`src/rtl/demux4_reg_if.sv`:
```
// rtl/demux4_reg_if.sv - handshake and lane bundle for the registered 1-to-4 demux (optional DEMUX4_STATS_EN)
interface demux4_reg_if #(
   parameter int WIDTH = 4
);
   // upstream word and lane selection
   logic [WIDTH-1:0] d;
   logic [1:0]       s;
   logic             auto;
   logic             in_valid;
   logic             in_ready;

   // downstream lane holding registers and their handshake
   logic [WIDTH-1:0] y0;
   logic [WIDTH-1:0] y1;
   logic [WIDTH-1:0] y2;
   logic [WIDTH-1:0] y3;
   logic [3:0]       v;
   logic [3:0]       rdy;

   // lane targeted by the current cycle
   logic [1:0]       cur_sel;

`ifdef DEMUX4_STATS_EN
   logic [15:0]      xfer_cnt;
`endif

   // producer/consumer side: drives the word, the selection and the lane ready bits
   modport master (
      output d,
      output s,
      output auto,
      output in_valid,
      output rdy,
      input  in_ready,
      input  y0,
      input  y1,
      input  y2,
      input  y3,
      input  v,
      input  cur_sel
`ifdef DEMUX4_STATS_EN
      ,
      input  xfer_cnt
`endif
   );

   // demux side
   modport slave (
      input  d,
      input  s,
      input  auto,
      input  in_valid,
      input  rdy,
      output in_ready,
      output y0,
      output y1,
      output y2,
      output y3,
      output v,
      output cur_sel
`ifdef DEMUX4_STATS_EN
      ,
      output xfer_cnt
`endif
   );
endinterface

```
`src/rtl/demux4_reg.sv`:
```
// rtl/demux4_reg.sv - registered 1-to-4 demux with per-lane holding registers (optional DEMUX4_STATS_EN)
module demux4_reg #(
   parameter int WIDTH = 4
) (
   input  logic         clk,
   input  logic         reset_n,
   demux4_reg_if.slave  bus
);

   logic [1:0]       ptr;
   logic [1:0]       sel;
   logic             accept_ok;
   logic             xfer;
   logic [3:0]       wr_hit;
   logic [3:0]       drain;
   logic [3:0]       lane_v;
   logic [WIDTH-1:0] lane_y [4];

   // lane choice: round-robin pointer in auto mode, explicit select otherwise
   always_comb begin
      sel = bus.s;
      if (bus.auto) begin
         sel = ptr;
      end
   end

   // a lane can take a word if it is empty or being drained this very cycle;
   // deliberately independent of in_valid so upstream may wait on it
   always_comb begin
      accept_ok = ~lane_v[sel] | bus.rdy[sel];
      xfer      = bus.in_valid & accept_ok;
      wr_hit    = 4'b0000;
      if (xfer) begin
         wr_hit = 4'b0001 << sel;
      end
      drain     = lane_v & bus.rdy;
   end

   // lane holding registers: a write wins over a drain so a continuously
   // ready lane sustains one word per cycle; data is kept after a drain
   always_ff @(posedge clk or negedge reset_n) begin
      if (!reset_n) begin
         lane_v <= 4'b0000;
         for (int i = 0; i < 4; i++) begin
            lane_y[i] <= '0;
         end
      end else begin
         for (int i = 0; i < 4; i++) begin
            if (wr_hit[i]) begin
               lane_y[i] <= bus.d;
               lane_v[i] <= 1'b1;
            end else if (drain[i]) begin
               lane_v[i] <= 1'b0;
            end
         end
      end
   end

   // round-robin pointer advances only on accepted words in auto mode,
   // and is frozen while explicit selection is in use
   always_ff @(posedge clk or negedge reset_n) begin
      if (!reset_n) begin
         ptr <= 2'b00;
      end else if (xfer && bus.auto) begin
         ptr <= ptr + 2'd1;
      end
   end

`ifdef DEMUX4_STATS_EN
   logic [15:0] cnt;

   // accepted-transfer counter, free-running with natural 16-bit wrap
   always_ff @(posedge clk or negedge reset_n) begin
      if (!reset_n) begin
         cnt <= 16'h0000;
      end else if (xfer) begin
         cnt <= cnt + 16'h0001;
      end
   end

   assign bus.xfer_cnt = cnt;
`endif

   assign bus.in_ready = accept_ok;
   assign bus.cur_sel  = sel;
   assign bus.v        = lane_v;
   assign bus.y0       = lane_y[0];
   assign bus.y1       = lane_y[1];
   assign bus.y2       = lane_y[2];
   assign bus.y3       = lane_y[3];

endmodule

```
`src/flat_wrapper.sv`:
```
// flat-port wrapper written by rule: the top's interface ports become plain ports
module demux4_reg_flat 
#(
   parameter int WIDTH = 4
)
  (clk, reset_n, bus_d, bus_s, bus_auto, bus_in_valid, bus_rdy, bus_in_ready, bus_y0, bus_y1, bus_y2, bus_y3, bus_v, bus_cur_sel);
  demux4_reg_if #(.WIDTH(WIDTH)) bus_i ();
  input  logic clk;
  input  logic reset_n;
  input wire logic [$bits(bus_i.d)-1:0] bus_d;
  input wire logic [$bits(bus_i.s)-1:0] bus_s;
  input wire logic [$bits(bus_i.auto)-1:0] bus_auto;
  input wire logic [$bits(bus_i.in_valid)-1:0] bus_in_valid;
  input wire logic [$bits(bus_i.rdy)-1:0] bus_rdy;
  output wire logic [$bits(bus_i.in_ready)-1:0] bus_in_ready;
  output wire logic [$bits(bus_i.y0)-1:0] bus_y0;
  output wire logic [$bits(bus_i.y1)-1:0] bus_y1;
  output wire logic [$bits(bus_i.y2)-1:0] bus_y2;
  output wire logic [$bits(bus_i.y3)-1:0] bus_y3;
  output wire logic [$bits(bus_i.v)-1:0] bus_v;
  output wire logic [$bits(bus_i.cur_sel)-1:0] bus_cur_sel;
  assign bus_i.d = bus_d;
  assign bus_i.s = bus_s;
  assign bus_i.auto = bus_auto;
  assign bus_i.in_valid = bus_in_valid;
  assign bus_i.rdy = bus_rdy;
  assign bus_in_ready = bus_i.in_ready;
  assign bus_y0 = bus_i.y0;
  assign bus_y1 = bus_i.y1;
  assign bus_y2 = bus_i.y2;
  assign bus_y3 = bus_i.y3;
  assign bus_v = bus_i.v;
  assign bus_cur_sel = bus_i.cur_sel;
  demux4_reg #(.WIDTH(WIDTH)) u_core (.clk(clk), .reset_n(reset_n), .bus(bus_i));
endmodule
```
`config.mk`:
```
export PLATFORM = sky130hd
export DESIGN_NAME = demux4_reg_flat
export DESIGN_NICKNAME = d
export VERILOG_FILES = /design/src/rtl/demux4_reg_if.sv /design/src/rtl/demux4_reg.sv /design/src/flat_wrapper.sv
export SDC_FILE = /design/constraint.sdc
export NUM_CORES = 1
export LEC_CHECK = 0
export ABC_AREA = 1
export BUFFER_PORTS_ARGS = -buffer_cell sky130_fd_sc_hd__buf_2
export CAP_MARGIN = 30
export CELL_PAD_IN_SITES_DETAIL_PLACEMENT = 1
export CELL_PAD_IN_SITES_GLOBAL_PLACEMENT = 2
export CORE_ASPECT_RATIO = 0.5
export CORE_MARGIN = 4
export CORE_UTILIZATION = 27
export CTS_BUF_LIST = sky130_fd_sc_hd__clkbuf_8 sky130_fd_sc_hd__clkbuf_16
export DETAILED_ROUTE_END_ITERATION = 16
export GPL_TIMING_DRIVEN = 0
export PLACE_DENSITY = 0.77
export RECOVER_POWER = 25
export REMOVE_ABC_BUFFERS = 1
export SLEW_MARGIN = 20
export SYNTH_ARGS = -nofsm -noshare
export SYNTH_HDL_FRONTEND = slang
export SYNTH_SLANG_ARGS = --single-unit
```
`constraint.sdc`:
```
create_clock -name clk -period 1.7 [get_ports clk]
set_input_delay 0.34 -clock clk [delete_from_list [all_inputs] [get_ports clk]]
set_output_delay 0.34 -clock clk [all_outputs]
set_load 0.1 [all_outputs]
```
==> impl_metrics.env, run 1 <==
export IMPL_final_setup_viol_count=1
export IMPL_hp_class="primary input to flip-flop"
export IMPL_die_h_um=52.30
export IMPL_ant_nets=0
export IMPL_fin_skew_ns=0.002927
export IMPL_cts_root_buffer="clkbuf_8"
export IMPL_grt_total_usage=0.1340
export IMPL_mostFrequentLayoutCell="nand2_1"
export IMPL_routedWlPerCell_um=14.82
export IMPL_multi_input_area_sq_um=526.8
export IMPL_period_needed_ns=1.815
export IMPL_outcome="finished, violations left"
export IMPL_fin_ws_ns=-0.1150
export IMPL_finalHoldViolCount=0
export IMPL_firstDrtPassIters=4
export IMPL_avgSynthCellArea_sq_um=8.279
export IMPL_m1WireLength_mm=1.553
export IMPL_utilization=0.4177
export IMPL_tightestPinTransition_ns=1.234
export IMPL_cp_max_fo=7
export IMPL_numCtsBuffers=3
export IMPL_fillers=454
export IMPL_dpl_hpwl_mm=2.199
export IMPL_num_rows=15
export IMPL_n_antenna_cell=0
export IMPL_syn_inst=128
export IMPL_insertion_delay_ns=0.27
export IMPL_maxSlewHeadroom=0.1774
export IMPL_antenna_found_initial=0
export IMPL_met2_length_mm=1.631
export IMPL_cts_tree="done"
export IMPL_cts_hold_buf=0
export IMPL_register_area_sq_um=550.5
export IMPL_routabilityCongestion=0.6967
export IMPL_htree_levels=1
export IMPL_avgViaCountPerCell=4.789
export IMPL_cts_sinks=22
export IMPL_fin_hold_ws_ns=0.2603
export IMPL_portBuffers=36
export IMPL_via_count=1068
export IMPL_core_area_sq_um=3603
export IMPL_die_area_sq_um=5052
export IMPL_synthToLayoutAreaGrowth_pct=42.03
export IMPL_grt_first_pass_wirelength_mm=5.319
export IMPL_netlist_area_sq_um=1060
export IMPL_fin_nets=187
export IMPL_crit_required_ns=1.36
export IMPL_setup_worst_path_start_class="flip-flop"
export IMPL_initial_core_util=0.2941
export IMPL_final_cell_mix="nand2_1, buf_2, dfrtp_1"
export IMPL_violations="negative setup slack"
export IMPL_grt_pass1_vias=1056
export IMPL_layout_drive_gt1_share=0.3721
export IMPL_dpl_worst_slack_ns=-0.5683
export IMPL_cp_end_kind="primary output"
export IMPL_num_io_pins=37
export IMPL_slew_viol_final=0
export IMPL_drt_iter0_markers=49
export IMPL_cp_arrival_ns=1.47
export IMPL_drv_cap=0
export IMPL_fmax_ghz=0.5510
export IMPL_yosysWarnings=0
export IMPL_gr_total_overflow=0
export IMPL_synth_distinct_cells=16
export IMPL_route_detailed_drc=0
export IMPL_rsz0062_at_grt="true"
export IMPL_dr_wl_met3_um=93
export IMPL_grt_max_degree=24
export IMPL_wirelength_mm=3.305
export IMPL_clk_pin_slew_ns=0.08
export IMPL_worstSetupPathType="flip-flop to primary output"
export IMPL_period_share=1.068
export IMPL_yosysSeqAreaShare=0.5195
export IMPL_yosys_register_bits=22
export IMPL_maxUsedRoutingLayer="met4"
export IMPL_clk_path_buf_depth=2
export IMPL_die_w_um=96.60
==> cells in the mapped netlist <==
master    count  area [sq um]
buf_6         2         22.52
clkbuf_1      2         7.510
clkinv_2      1         5.000
dfrtp_1      22         550.5
inv_1         9         33.78
inv_2         1         3.750
nand2_1      51         191.4
nand2_2       3         18.77
nand2_4       2         22.52
nand3_1       7         35.03
nand3_2       1         10.01
nand4_1      18         112.6
nor2_1        2         7.510
o21ai_0       4         20.02
o21ai_1       2         10.01
xor2_1        1         8.760
==> metal layers <==
layer  GRT usage  up-vias
li1            -      515
met1      0.1753      532
met2      0.2272       17
met3     0.03453        4
met4     0.02797        0
met5           0        -
==> repair_timing <==
item / in CTS / in global routing
pin swaps: 5 / 4
resized for setup: 12 / 8
buffers inserted: 5 / 2
setup endpoints to repair: 21 / 22
gates cloned: 1 / 0
endpoints found under the hold margin: 0 / 0
==> path summary, 6_finish.rpt <==
path,startpoint,endpoint,slack (ns),cells after the start
setup reg to reg,u_core.ptr[0]$_DFFE_PN0P_,u_core.bus.y3[3]$_DFFE_PN0P_,0.05,12
hold reg to reg,u_core.bus.y2[3]$_DFFE_PN0P_,u_core.bus.y2[3]$_DFFE_PN0P_,0.47,2
hold / removal,bus_rdy[2],u_core.bus.v[2]$_DFFE_PN0P_,0.26,2
max in group asynchronous,reset_n,u_core.bus.v[2]$_DFFE_PN0P_,0.67,1
setup / recovery,u_core.ptr[0]$_DFFE_PN0P_,bus_in_ready,-0.11,9
min in group asynchronous,reset_n,u_core.bus.y0[1]$_DFFE_PN0P_,0.30,1
==> cell type report <==
type,instances,area share
Tap cell,51,0.04239
Inverter,11,0.03076
Clock buffer,3,0.02743
Sequential cell,22,0.3658
Timing Repair Buffer,43,0.1638
Multi-Input combinational cell,92,0.3500
Clock inverter,1,0.01995
==> registers in the layout, summed over array words and instances (netlist names) <==
name           count
u_core.bus.v       4
u_core.bus.y0      4
u_core.bus.y3      4
u_core.ptr         2
u_core.bus.y1      4
u_core.bus.y2      4
==> cells by family (layout without fill, tap and decap cells) <==
| group | after synthesis | count (layout) | synth area share |
|---|---|---|---|
| buffers and inverters | 15 | 58 | 0.06847 |
| flip-flops | 22 | 22 | 0.5195 |
| AO/OA/AOI/OAI | 6 | 6 | 0.02834 |
| XOR/XNOR | 1 | 1 | 0.008266 |
| AND/OR/NAND/NOR | 84 | 85 | 0.3754 |
==> worst max-delay path, cell delays in order (launching register included) <==
cell,delay [ns]
dfrtp_1,0.38
nand2_2,0.10
nand2_4,0.13
nand2_2,0.05
nand2_1,0.05
nand2_1,0.06
nand2_2,0.09
clkinv_4,0.07
nand2_8,0.08
buf_12,0.17
==> metrics by stage <==
| stage | cell area, sq um | instances | TNS, ns |
|---|---|---|---|
| after floorplan | 1030 | 124 | -31.19 |
| after global placement | 1274 | 211 | -5.959 |
| after detailed placement | 1274 | 211 | -6.194 |
| after CTS | 1445 | 221 | -0.1398 |
| after global routing | 1505 | 223 | -1.224 |
| final | 1505 | 223 | -0.1150 |
Power of run 1 is left out: the tool's default activity adds up to more than one toggle a clock period on the data nets, which glitch-free logic cannot reach.
==> run 2, diff against run 1 <==
--- a/config.mk
+++ b/config.mk
@@ -16,6 +16,7 @@
 export CTS_BUF_LIST = sky130_fd_sc_hd__clkbuf_8 sky130_fd_sc_hd__clkbuf_16
 export DETAILED_ROUTE_END_ITERATION = 16
 export GPL_TIMING_DRIVEN = 0
+export MAX_ROUTING_LAYER = met4
 export PLACE_DENSITY = 0.77
 export RECOVER_POWER = 25
 export REMOVE_ABC_BUFFERS = 1
==> run 2 against run 1 <==
The run still ends with negative setup slack left. Core utilization stayed put. Die area stayed put. Final area stayed put. Clock skew is 0.00083 ns higher. Global-route usage is 0.40 points higher. Worst hold slack hardly changed. Via count is 0.94% lower. Register-to-register slack hardly changed. Final cell count stayed put. Highest routed layer unchanged.
==> impl_metrics.env, run 2 (same netlist as run 1, synthesis figures left out) <==
export IMPL_fin_skew_ns=0.003760
export IMPL_numCtsBuffers=3
export IMPL_dpl_hpwl_mm=2.199
export IMPL_antenna_found_initial=0
export IMPL_avgViaCountPerCell=4.744
export IMPL_layout_drive_gt1_share=0.3721
export IMPL_synthToLayoutAreaGrowth_pct=42.03
export IMPL_initial_core_util=0.2941
export IMPL_grt_max_degree=24
export IMPL_routedWlPerCell_um=14.88
export IMPL_die_area_sq_um=5052
export IMPL_via_count=1058
export IMPL_rsz0062_at_grt="true"
export IMPL_mostFrequentLayoutCell="nand2_1"
export IMPL_crit_chain="nand2_2 -> nand2_4 -> nand2_2 -> nand2_1 -> nand2_1 -> nand2_2 -> clkinv_4 -> nand2_8 -> buf_12"
export IMPL_ant_nets=0
export IMPL_crit_required_ns=1.36
export IMPL_fin_hold_ws_ns=0.2603
export IMPL_placedCellCount=211
export IMPL_multi_input_area_sq_um=526.8
export IMPL_clk_pin_slew_ns=0.08
export IMPL_final_cell_mix="nand2_1, buf_2, dfrtp_1"
export IMPL_cts_root_buffer="clkbuf_8"
export IMPL_num_rows=15
export IMPL_core_area_sq_um=3603
export IMPL_fin_nets=187
export IMPL_final_setup_viol_count=1
export IMPL_gr_total_overflow=0
export IMPL_slew_viol_final=0
export IMPL_maxSlewHeadroom=0.1785
export IMPL_wirelength_mm=3.318
export IMPL_route_detailed_drc=0
export IMPL_period_needed_ns=1.815
export IMPL_clk_path_buf_depth=2
export IMPL_met1_usage=0.1753
export IMPL_n_antenna_cell=0
export IMPL_hp_class="primary input to flip-flop"
export IMPL_busiest_layer="met2"
export IMPL_cp_max_fo=7
export IMPL_drv_cap=0
export IMPL_register_area_sq_um=550.5
export IMPL_cp_arrival_ns=1.48
export IMPL_grt_pass1_vias=1061
export IMPL_fmax_ghz=0.5509
export IMPL_num_io_pins=37
export IMPL_finalHoldViolCount=0
export IMPL_cts_hold_buf=0
export IMPL_period_share=1.068
export IMPL_insertion_delay_ns=0.27
export IMPL_firstDrtPassIters=4
export IMPL_htree_levels=1
export IMPL_worstSetupPathType="flip-flop to primary output"
export IMPL_grt_total_usage=0.1380
export IMPL_cp_end_kind="primary output"
export IMPL_tightestPinTransition_ns=1.232
export IMPL_routabilityCongestion=0.7042
export IMPL_r2r_slack_ns=0.05
export IMPL_use_met2=0.2283
export IMPL_cts_sinks=22
export IMPL_outcome="finished, violations left"
export IMPL_drt_iter0_markers=60
export IMPL_die_h_um=52.30
export IMPL_cpPeakStageDelay_ns=0.38
export IMPL_fillers=454
export IMPL_fin_ws_ns=-0.1153
export IMPL_cp_common_cell="nand2_2"
export IMPL_gr_usage_met3=0.03453
export IMPL_utilization=0.4177
export IMPL_layoutNonFillerInstCount=223
export IMPL_setup_worst_path_start_class="flip-flop"
export IMPL_cts_tree="done"
export IMPL_portBuffers=36
export IMPL_finalSetupTns_ns=-0.1153
export IMPL_grt_first_pass_wirelength_mm=5.326
export IMPL_violations="negative setup slack"
export IMPL_die_w_um=96.60
export IMPL_worst_path_max_delay_cell="dfrtp_1"
## run 2: timing repair
action	CTS	global route
setup buffers	5	2
resized for setup	12	8
setup endpoints to repair	21	22
gates cloned	1	0
pin swaps	5	4
## run 2: per-stage QoR
step,worst slack [ns],area [sq um]
detailed placement,-0.5683,1274
global placement,-0.5652,1274
CTS,-0.1232,1445
global route,-0.2216,1505
finish,-0.1153,1505
floorplan,-1.366,1030
## run 2: per-layer routing
layer	part of all wire	vias up	routed length [um]
met5	0	-	0
met4	0.0069	0	23
met3	0.027	4	88
met2	0.49	15	1624
met1	0.48	523	1581
li1	-	516	-
## run 2: final cells by class
cell class              instances  area share
clock buffers                   3     0.02743
clock inverters                 1     0.01995
inverters                      11     0.03076
multi-input cells              92      0.3500
flip-flops and latches         22      0.3658
well taps                      51     0.04239
repair buffers                 43      0.1638
## run 2: worst paths after layout
path | depth (start not counted) | from | end
worst min-delay path | 2 | bus_rdy[2] | u_core.bus.v[2]$_DFFE_PN0P_
max in group asynchronous | 1 | reset_n | u_core.bus.v[2]$_DFFE_PN0P_
min in group asynchronous | 1 | reset_n | u_core.bus.y0[1]$_DFFE_PN0P_
worst max-delay path | 9 | u_core.ptr[0]$_DFFE_PN0P_ | bus_in_ready
worst min register to register | 2 | u_core.bus.y2[3]$_DFFE_PN0P_ | u_core.bus.y2[3]$_DFFE_PN0P_
worst max register to register | 12 | u_core.ptr[0]$_DFFE_PN0P_ | u_core.bus.y3[3]$_DFFE_PN0P_
## run 2: critical path, delay by kind of cell, from the launching register on
family | cells | cell delay [ns]
buffers and inverters | 2 | 0.24
and+or+nand+nor | 7 | 0.56
DFF | 1 | 0.38
Power of run 2 is left out for the same reason.
